$ cat config.mk
export PLATFORM = sky130hd
export DESIGN_NAME = sweep_counter
export DESIGN_NICKNAME = d
export VERILOG_FILES = /design/src/rtl/vector_sweep_checker_sweep_counter.sv
export SDC_FILE = /design/constraint.sdc
export NUM_CORES = 1
export LEC_CHECK = 0
export ABC_CLOCK_PERIOD_IN_PS = 2000
export BUFFER_PORTS_ARGS = -buffer_cell sky130_fd_sc_hd__buf_4
export CELL_PAD_IN_SITES_DETAIL_PLACEMENT = 0
export CELL_PAD_IN_SITES_GLOBAL_PLACEMENT = 1
export CORE_AREA = 2 2 39 41
export DETAILED_ROUTE_END_ITERATION = 10
export DIE_AREA = 0 0 41 43
export PLACE_DENSITY_LB_ADDON = 0.1
export SLEW_MARGIN = 20
export SYNTH_ARGS = -nofsm -noshare
export SYNTH_HDL_FRONTEND = slang
export SYNTH_SLANG_ARGS = --single-unit
$ cat constraint.sdc
create_clock -name clk -period 2 [get_ports clk]
set_clock_uncertainty 0.05 [all_clocks]
set_input_delay 0.2 -clock clk [delete_from_list [all_inputs] [get_ports clk]]
set_output_delay 0.2 -clock clk [all_outputs]
set_load 0.01 [all_outputs]
$ cat src/rtl/vector_sweep_checker_sweep_counter.sv
// Stimulus vector register plus per-vector settle counter, with the
// last-vector and settle-expired terminal flags used by the sweep FSM.
module sweep_counter #(
    parameter int N_IN   = 3,
    parameter int SETTLE = 2
) (
    input  logic            clk,
    input  logic            rst,
    input  logic            i_clear,
    input  logic            i_advance,
    input  logic            i_tick,
    output logic [N_IN-1:0] o_stim,
    output logic            o_last,
    output logic            o_settled
);

    // One bit minimum so SETTLE == 1 still yields a legal counter.
    localparam int CW = (SETTLE > 1) ? $clog2(SETTLE) : 1;
    localparam logic [CW-1:0] SETTLE_LAST = CW'(SETTLE - 1);

    logic [N_IN-1:0] r_stim;
    logic [CW-1:0]   r_cnt;

    always_ff @(posedge clk or posedge rst) begin
        if (rst) begin
            r_stim <= '0;
            r_cnt  <= '0;
        end else if (i_clear) begin
            r_stim <= '0;
            r_cnt  <= '0;
        end else if (i_advance) begin
            r_stim <= r_stim + 1'b1;
            r_cnt  <= '0;
        end else if (i_tick) begin
            r_cnt  <= r_cnt + 1'b1;
        end
    end

    assign o_stim    = r_stim;
    assign o_last    = (r_stim == '1);
    assign o_settled = (r_cnt == SETTLE_LAST);

endmodule

==> impl_metrics.tcl <==
set metrics [dict create \
    status "finished, final reports clean" \
    start_util_pct 13.2 \
    die_y_um 43 \
    ant_nets 0 \
    cts_num_sinks 4 \
    irDropWorstVdd_mv 0.347 \
    tightest_slew_ns 0.130 \
    hold_violations 0 \
    rsz0062_at_grt "false" \
    dieArea_mm2 0.00176 \
    rows 14 \
    syn_inst 15 \
    routed_wl_um 353 \
    fin_crit_sh_pct 69.8 \
    cts_buffers 3 \
    grt_pass1_wl_um 655 \
    avgViaCountPerCell 3.39 \
    synth_top_area_share_pct 54.8 \
    synth_top_area_cell "dfrtp_1" \
    ys_types 7 \
    io_pins 10 \
    pwr_density_cell_mw_per_mm2 738 \
    dr.pass1.iters 3 \
    slew_viol_final 0 \
    yosysWarningCount 0 \
    area_delta_synth_final_pct 65.8 \
    clock_latency_ns 0.23 \
    nets 37 \
    critPathLaunchType "flip-flop" \
    drive_gt1_share_pct 42.9 \
    grt_usage_pct 6.05 \
    synth.area.top_cells "dfrtp_1, ha_1, mux2i_1" \
    fmax_mhz 717 \
    r2r_slack_ns 0.77 \
    synth-seq-cells 4 \
    crit_path_max_fanout 3 \
    cts_max_level 1 \
    netlist_area_um2 183 \
    p_total_uw 223 \
    ys_seq_area_share_pct 54.8 \
    finalCriticalPeriod_ns 1.40 \
    cts_resized 0 \
    drv_cap 0 \
    endpoint_kind "primary output" \
    gp_congestion 0.595 \
    drtIter0Drc 2 \
    syn_avg_cell_area_um2 12.2 \
    syn-num-nets 22 \
    whs_ns 0.0990 \
    coreArea_mm2 0.00138 \
    first_global_vias 160 \
    fp.dieW_um 41 \
    root_buffer "clkbuf_4" \
    crit_arrival_ns 1.15 \
    grt_remaining_overflow 0 \
    p_leak_nw 0.165 \
    required_ns 1.75 \
    fin_tns_setup_ns 0 \
    vias 149 \
    critPathKind "flip-flop to primary output" \
    setup_viol 0 \
    wl_per_cell_um 8.02 \
    clockBufferDepth 2 \
    cts_tree "done" \
    insertedDiodeCount 0 \
    grt_max_degree 5 \
    io_buffers 9 \
    drc 0 \
    antenna_found_initial 0 \
    hold_path.class "input pin to flip-flop" \
    slew_headroom_pct 91.1 \
    path_clk_slew_ns 0.04 \
]
placed cells by master (no fill, tap or decap), drive strengths merged:
cell,count
buf,9
dfrtp,4
nor2,3
clkbuf,3
mux2i,2
xnor2,2
ha,2
inv,1
nor3,1
dlygate4sd3,1
flip-flops by register name, indices dropped and copies added (netlist names):
name and count:
o_settled 1, o_stim 3
layer usage:
| layer | track usage (%) | wire (um) |
|---|---|---|
| met1 | 7.52 | 157 |
| met2 | 6.88 | 156 |
| met3 | 6.28 | 39 |
| met4 | 2.00 | 0 |
| met5 | 0 | 0 |
power breakdown:
part / leakage, nW / internal [mW] / total [mW] / switching (mW)
Sequential: 0.0538 / 0.0867 / 0.0909 / 0.00424
Combinational: 0.0977 / 0.0205 / 0.0349 / 0.0144
Clock: 0.0138 / 0.0670 / 0.0977 / 0.0307
cell usage after synthesis:
master,number
xnor2_1,2
nor3_1,1
nor2_1,3
mux2i_1,2
dfrtp_1,4
inv_1,1
ha_1,2
through the flow:
step	setup WS (ns)	cell area, um2	util, %	cells
after detailed placement	0.757	270	19.5	40
after global routing	0.534	303	21.9	44
after global placement	0.792	270	19.5	40
after floorplan	0.786	183	-	15
final	0.605	303	21.9	44
after CTS	0.582	303	21.9	44
final timing paths:
kind                                  startpoint  cells past startpoint               endpoint
max in group asynchronous                    rst                      3  o_stim[0]$_DFFE_PP0P_
max                        o_stim[0]$_DFFE_PP0P_                      3                 o_last
min                                      i_clear                      2  o_stim[0]$_DFFE_PP0P_
min in group asynchronous                    rst                      3  o_settled$_DFFE_PP0P_
max reg2reg                o_stim[0]$_DFFE_PP0P_                      4  o_stim[2]$_DFFE_PP0P_
min reg2reg                o_settled$_DFFE_PP0P_                      2  o_settled$_DFFE_PP0P_
worst max-delay path, cell delays in order, from the launching register on:
cell and delay, ns:
dfrtp_1 0.39, ha_1 0.21, ha_1 0.17, buf_4 0.14
kinds of logic (layout without fill, tap and decap cells):
logic type                 Yosys count  in the layout  share of synthesized area [%]
DFF                                  4              4                           54.8
adders and majority gates            2              2                           13.7
buffers and inverters                1             14                           2.05
and+or+nand+nor                      4              4                           8.90
xor gates and xnor gates             2              2                           9.59
muxes                                2              2                           11.0
area by class of cell:
type                       instances  area (um2)
clock buffer                       3        22.5
fill                             158        1080
inverter                           1        3.75
multi-input combinational         10        78.8
sequential                         4         100
tap                               16        20.0
timing repair buffer              10        77.6
what timing repair did:
| action | 4_1_cts | 5_1_grt |
|---|---|---|
| hold buffers | 1 | 0 |
| buffers inserted | 0 | 0 |
| endpoints found under the hold margin | 4 | 0 |
| endpoints found under the setup margin | 0 | 0 |
Power figures use the tool's default switching activity.
